[src/rtl/truth_table_scanner.sv]
// Walks x/y/z through all eight combinations, samples F/Fn after a settle delay, and assembles the truth table.
// Optional golden-table comparator enabled by defining SCAN_EXPECT_CMP_EN.
module truth_table_scanner #(
    parameter int unsigned SETTLE   = 2,
    parameter logic [7:0]  EXPECTED = 8'h5C
) (
    input  logic       clk,
    input  logic       rst,
    input  logic       start,
    input  logic       F_in,
    input  logic       Fn_in,
    output logic       x,
    output logic       y,
    output logic       z,
    output logic       busy,
    output logic       done,
    output logic [7:0] table_out,
    output logic       err,
    output logic [2:0] fault_idx,
    output logic       match
);

    // state  | meaning
    // IDLE   | waiting for start, stimulus parked at 000
    // DRIVE  | holding {x,y,z} = idx while the settle counter runs
    // SAMPLE | capture F_in into table_out[idx], check Fn_in
    // DONE   | one-cycle completion pulse, match evaluated
    typedef enum logic [1:0] {
        IDLE   = 2'd0,
        DRIVE  = 2'd1,
        SAMPLE = 2'd2,
        DONE   = 2'd3
    } state_e;

    localparam logic [3:0] SETTLE_LAST = 4'(SETTLE - 1);

    state_e     state_q, state_d;
    logic [2:0] idx_q, idx_d;
    logic [3:0] cnt_q, cnt_d;
    logic [2:0] xyz_q, xyz_d;
    logic       busy_q, busy_d;
    logic       done_q, done_d;
    logic [7:0] table_q, table_d;
    logic       err_q, err_d;
    logic [2:0] fidx_q, fidx_d;
    logic       match_q, match_d;

    always_comb begin
        state_d = state_q;
        idx_d   = idx_q;
        cnt_d   = cnt_q;
        table_d = table_q;
        err_d   = err_q;
        fidx_d  = fidx_q;
        match_d = match_q;

        unique case (state_q)
            IDLE: begin
                if (start) begin
                    state_d = DRIVE;
                    idx_d   = 3'd0;
                    cnt_d   = 4'd0;
                    table_d = 8'h00;
                    err_d   = 1'b0;
                    fidx_d  = 3'd0;
                    match_d = 1'b0;
                end
            end
            DRIVE: begin
                if (cnt_q == SETTLE_LAST) begin
                    state_d = SAMPLE;
                end else begin
                    cnt_d = cnt_q + 4'd1;
                end
            end
            SAMPLE: begin
                table_d[idx_q] = F_in;
                // only the first complement fault is recorded
                if ((F_in == Fn_in) && !err_q) begin
                    err_d  = 1'b1;
                    fidx_d = idx_q;
                end
                if (idx_q == 3'd7) begin
                    state_d = DONE;
                end else begin
                    state_d = DRIVE;
                    idx_d   = idx_q + 3'd1;
                    cnt_d   = 4'd0;
                end
            end
            DONE: begin
                state_d = IDLE;
`ifdef SCAN_EXPECT_CMP_EN
                match_d = (table_q == EXPECTED) && !err_q;
`else
                match_d = 1'b0;
`endif
            end
            default: state_d = IDLE;
        endcase

        // outputs registered from next state so they line up with the state register
        busy_d = (state_d == DRIVE) || (state_d == SAMPLE);
        done_d = (state_d == DONE);
        xyz_d  = busy_d ? idx_d : 3'd0;
    end

    always_ff @(posedge clk) begin
        if (rst) begin
            state_q <= IDLE;
            idx_q   <= 3'd0;
            cnt_q   <= 4'd0;
            xyz_q   <= 3'd0;
            busy_q  <= 1'b0;
            done_q  <= 1'b0;
            table_q <= 8'h00;
            err_q   <= 1'b0;
            fidx_q  <= 3'd0;
            match_q <= 1'b0;
        end else begin
            state_q <= state_d;
            idx_q   <= idx_d;
            cnt_q   <= cnt_d;
            xyz_q   <= xyz_d;
            busy_q  <= busy_d;
            done_q  <= done_d;
            table_q <= table_d;
            err_q   <= err_d;
            fidx_q  <= fidx_d;
            match_q <= match_d;
        end
    end

    assign x         = xyz_q[2];
    assign y         = xyz_q[1];
    assign z         = xyz_q[0];
    assign busy      = busy_q;
    assign done      = done_q;
    assign table_out = table_q;
    assign err       = err_q;
    assign fault_idx = fidx_q;
    assign match     = match_q;

endmodule

[config.mk]
export PLATFORM = sky130hd
export DESIGN_NAME = truth_table_scanner
export DESIGN_NICKNAME = d
export VERILOG_FILES = /design/src/rtl/truth_table_scanner.sv
export SDC_FILE = /design/constraint.sdc
export NUM_CORES = 1
export LEC_CHECK = 0
export CORE_ASPECT_RATIO = 1.4
export CORE_MARGIN = 8
export CORE_UTILIZATION = 45
export CTS_CLUSTER_DIAMETER = 30
export DETAILED_ROUTE_END_ITERATION = 6
export HOLD_SLACK_MARGIN = 0.15
export PLACE_DENSITY = 0.81
export SKIP_CTS_REPAIR_TIMING = 1
export SLEW_MARGIN = 25
export SYNTH_ARGS = -nofsm -noshare
export SYNTH_HDL_FRONTEND = slang
export SYNTH_SLANG_ARGS = --single-unit
[constraint.sdc]
create_clock -name clk -period 1.7 [get_ports clk]
set_input_delay 0.425 -clock clk [delete_from_list [all_inputs] [get_ports clk]]
set_output_delay 0.425 -clock clk [all_outputs]
set_load 0.005 [all_outputs]
* Yosys cells after proc, flatten, opt, wreduce, memory -nomap -nowiden *
Cells that the tools add are included.

storage, ports and cells
  register bits = 27
  input bits = 5

operators by class
  bitwise operators = 1
  add/sub/neg operators = 2
  equal/unequal tests = 13
  reductions and logical operators = 13
  magnitude comparators = 2
  multiplexer cells = 23

operators by type and width
  cell                                                                           number
  8-bit case mux with 2 select lines                                             1
  3-bit two-way mux                                                              4
  4-bit two-way mux                                                              3
  3-bit case mux with 2 select lines                                             2
  4-bit case mux with 3 select lines                                             1
  8-bit bitwise mux                                                              1
  2-bit equality test (second input constant)                                    4
  8-bit two-way mux                                                              1
  2-bit inequality test (second input constant)                                  4
  2-bit case mux with 4 select lines                                             1
  2-bit two-way mux                                                              3
  4-bit by 1-bit adder with 4-bit output (second input constant)                 1
  2-bit by 1-bit equality test with 1-bit output (second input constant)         2
  4-bit by 1-bit equality test with 1-bit output (second input constant)         1
  3-bit by 4-bit less-than comparator with 1-bit output (second input constant)  1
  1-bit case mux with 2 select lines                                             2
  2-bit AND reduction                                                            2
  4-bit AND reduction                                                            1
  2-bit nonzero test                                                             2
  3-bit by 1-bit adder with 3-bit output (second input constant)                 1
  1-bit demux with 3-bit select                                                  1
  3-bit equality test (second input constant)                                    1
  3-bit by 1-bit >= comparator with 1-bit output (second input constant)         1
  1-bit two-way mux                                                              3
  other kinds (9)                                                                10

* Depth between registers and ports, before layout *
  depth in word-level cells = 7
  depth in mapped cells = 10
  depth with buffers taken out = 10

* Least setup slack after synthesis *
Ideal clock, no wire load.

  path type = register to register
  start = register cnt_q[0]
  end = register xyz_q[0]
  period minus slack after synthesis = 1779 ps
  setup slack = -79 ps
  setup time = 128 ps
  arrival time = 1651 ps
  stages on the path, launching flop included = 9
  required time = 1572 ps
  cell sequence = dfxtp_1 > ha_1 > nor3b_1 > o21ai_1 > ha_1 > nand2_1 > inv_1 > nand2_1 > o32ai_1

on the way
  longest elaborated chain between the ends = 7

ends and longest elaborated chain
  what                                                                                          RTL line  RTL
  from (decl)                                                                                   39        logic [3:0] cnt_q, cnt_d;
  from (signal assigned)                                                                        123       cnt_q <= cnt_d;
  4-bit by 1-bit equality test with 1-bit output (*)                                            70        if (cnt_q == SETTLE_LAST) begin
  2-bit two-way mux (*)                                                                         70
  2-bit case mux with 4 select lines (*)                                                        57        unique case (state_q)
  named net state_d[0]                                                                          37        state_e state_q, state_d;
  2-bit by 1-bit equality test with 1-bit output / 2-bit equality test (equally long branches)  103       busy_d = (state_d == DRIVE) || (state_d == SAMPLE);
  1-bit logical OR (*)                                                                          103
  named net busy_d                                                                              41        logic busy_q, busy_d;
  1-bit NOT (no line) (*)                                                                       --
  2-bit OR reduction (no line) (*)                                                              --
  to (signal assigned)                                                                          124       xyz_q <= xyz_d;
  to (decl)                                                                                     40        logic [2:0] xyz_q, xyz_d;

Mark *: on every way through the listed nets, which the timed path passes. The rest lies on a longest branch.
A chain may end at the register's enable or synchronous reset.

* Worst setup path in the final report *
  start = register cnt_q[1]
  end = register xyz_q[0]

The elaborated chain is that of the path after synthesis.

==> flow_summary.json <==
{
  "synth_nets": 136,
  "fin_setup_tns_ns": 0,
  "drt-total-wl_um": 2910,
  "start_util_pct": 47.1,
  "drcViolationCount": 0,
  "chipWidth_um": 60.2,
  "synth_edf_count": 0,
  "cts_sinks": 26,
  "num_vias": 1121,
  "min_period_ns": 1.66,
  "required_ns": 1.92,
  "grt_antenna_before_repair": 0,
  "synthArstFlopShare_pct": 0,
  "yosys_warnings": 0,
  "synth_cells": 127,
  "synth.top_cells.by_count": "dfxtp_1 (26), a32o_1 (10), nor2b_1 (8)",
  "synth.cell_area_um2": 1230,
  "worst_setup_path_end_kind": "flip-flop",
  "worst-r2r-setup-slack_ns": 0.04,
  "grt_max_degree": 16,
  "synth_fa_ha_area_share_pct": 4.07,
  "reg2reg_from": "cnt_q[1]",
  "dp_hpwl_um": 2220,
  "antenna_left": 0,
  "antennaDiodeCount": 0,
  "io_buffers": 21,
  "synth_simple_gate_area_share_pct": 22.4,
  "min-delay-start": "table_out[0]",
  "htree_num_levels": 1,
  "area_delta_synth_final_pct": 37.6,
  "cts-root-buf": "clkbuf_4",
  "routabilityCongestion": 0.899,
  "first_global_vias": 1108,
  "drtIter0Drc": 14,
  "final_nets": 174,
  "drive_above_1_share_pct": 23.2,
  "dieHeight_um": 77.9,
  "ys_seq_elements": 26,
  "min_path_type": "reg2reg",
  "min_path_cells": 2,
  "worst-path-max-fanout": 6,
  "avgRoutedWirePerCell_um": 14.5,
  "fin_area_um2": 1690,
  "syn_area_per_cell_um2": 9.69,
  "fp.coreArea_um2": 2620,
  "yosysTopAreaCell": "dfxtp_1",
  "timing.rr.end": "xyz_q[0]",
  "clock_skew_ns": 0.0113,
  "io_pins": 23,
  "synth_top_family_by_area": "simple AND/OR/NAND/NOR gates",
  "synth_cell_type_count": 42,
  "yosys-top-cells-area": "dfxtp_1 (42%), a32o_1 (8.1%), ha_1 (4.1%)",
  "setup_violations": 0,
  "synthXorXnorAreaFrac_pct": 1.42,
  "synth_mux_area_share_pct": 0.813,
  "synth-compound-area-share_pct": 22.2,
  "grt-ovfl-total": 0,
  "min_to": "table_out[0]",
  "placed_cell_area_um2": 1580,
  "row_count": 22,
  "critPathLaunchType": "flip-flop",
  "ys.flop_type": "dfxtp_1",
  "firstDrtPassIters": 4,
  "slew_violations": 0,
  "grt.total_usage_pct": 12.7,
  "r2r_cells": 10,
  "numCtsBuffers": 3,
  "fin_crit_sh_pct": 97.5,
  "yosys.area.top_type_share_pct": 42.3,
  "leakage_nw": 0.718,
  "power_density_nw_per_um2": 723,
  "status": "complete, no violations",
  "dieArea_um2": 4690,
  "synth_seq_area_share_pct": 42.3,
  "cts_tree": "built",
  "fmax_mhz": 603,
  "hold_viol": 0,
  "irDropWorstVdd_uv": 537,
  "yosysMostFrequentCell": "dfxtp_1",
  "clock_latency_ns": 0.33,
  "clockBufferDepth": 2,
  "grt_pass1_wl_um": 4760,
  "pre_cts_slack_ns": -0.265,
  "setup_ws_ns": 0.0425,
  "drv_cap": 0,
  "cp.arrival_ns": 1.88,
  "path_clk_slew_ns": 0.14,
  "via_per_inst": 5.61,
  "critPathKind": "reg2reg"
}
report_power, final:
group / switching [mW] / leakage [nW] / internal (mW)
Sequential: 0.00980 / 0.212 / 0.620
Clock: 0.180 / 0.0279 / 0.239
Combinational: 0.0861 / 0.479 / 0.0906
Total: 0.276 / 0.718 / 0.949
registers in the layout (all words and copies together) (netlist names):
name,flops
xyz_q,3
busy,1
state_q,2
idx_q,3
cnt_q,4
fault_idx,3
err,1
table_out,8
done,1
worst max path at each step:
stage / startpoint / to / slack (ns) / cells past startpoint
6_report: cnt_q[1] / xyz_q[0] / 0.04 / 10
3_5_place_dp: start / xyz_q[0] / -0.27 / 8
3_3_place_gp: start / table_out[1] / -0.22 / 4
4_1_cts: cnt_q[1] / xyz_q[0] / -0.08 / 10
2_1_floorplan: cnt_q[1] / xyz_q[0] / 0.06 / 10
5_1_grt: cnt_q[1] / xyz_q[0] / -0.04 / 10
cell usage in the layout (no fill, tap or decap), types with 3 or more instances in the layout:
master | synthesis | routed
ha_1 | 4 | 3
inv_1 | 7 | 6
clkbuf_4 | 0 | 3
nor2_1 | 3 | 3
a32o_1 | 10 | 10
nand3_1 | 7 | 7
clkdlybuf4s50_1 | 0 | 20
nand2_1 | 6 | 5
a21oi_1 | 4 | 4
and3_1 | 4 | 4
and2_1 | 3 | 3
buf_4 | 2 | 20
dfxtp_2 | 0 | 3
nor2b_1 | 8 | 8
dfxtp_1 | 26 | 23
nand2b_1 | 3 | 3
cell families after synthesis:
logic type | after synthesis
AOI/OAI and AO/OA | 31
xor gates and xnor gates | 2
adders and majority gates | 4
buffers and inverters | 16
DFF | 26
muxes | 1
other | 1
and+or+nand+nor | 46
area by class of cell:
type                    instances  area [um2]
fillers                       214         921
well taps                      36        45.0
flip-flops and latches         26         524
clock inverters                 1        30.0
clock buffers                   3        22.5
inverters                       8        30.0
repair buffers                 41         363
multi-input cells              85         679
worst max-delay path, cell delays in order (launching register included):
cell and delay [ns]:
dfxtp_2 0.34, inv_1 0.05, ha_1 0.17, nor3b_4 0.33, a32oi_2 0.10, inv_1 0.12, ha_4 0.21, nand2_4 0.09
inv_2 0.04, nand2_1 0.06, o32ai_2 0.06
metal layers:
layer	track usage [%]	vias up	share of wire, %
met1	13.5	543	40
met5	0	-	0
met2	22.7	20	54
met3	1.98	7	3.8
li1	-	551	-
met4	6.24	0	2.3
metrics by stage:
| stage | utilization (%) | total power [mW] | instances | hold slack [ns] |
|---|---|---|---|---|
| after global placement | 60.5 | 0.791 | 195 | 0.453 |
| final | 64.8 | 1.23 | 200 | 0.486 |
| after floorplan | - | 0.730 | 127 | 0.452 |
| after CTS | 62.5 | 1.21 | 199 | 0.489 |
| after detailed placement | 60.5 | 0.795 | 195 | 0.463 |
| after global routing | 64.8 | 1.27 | 200 | 0.512 |
No activity file was read; power rests on OpenSTA's default activity.
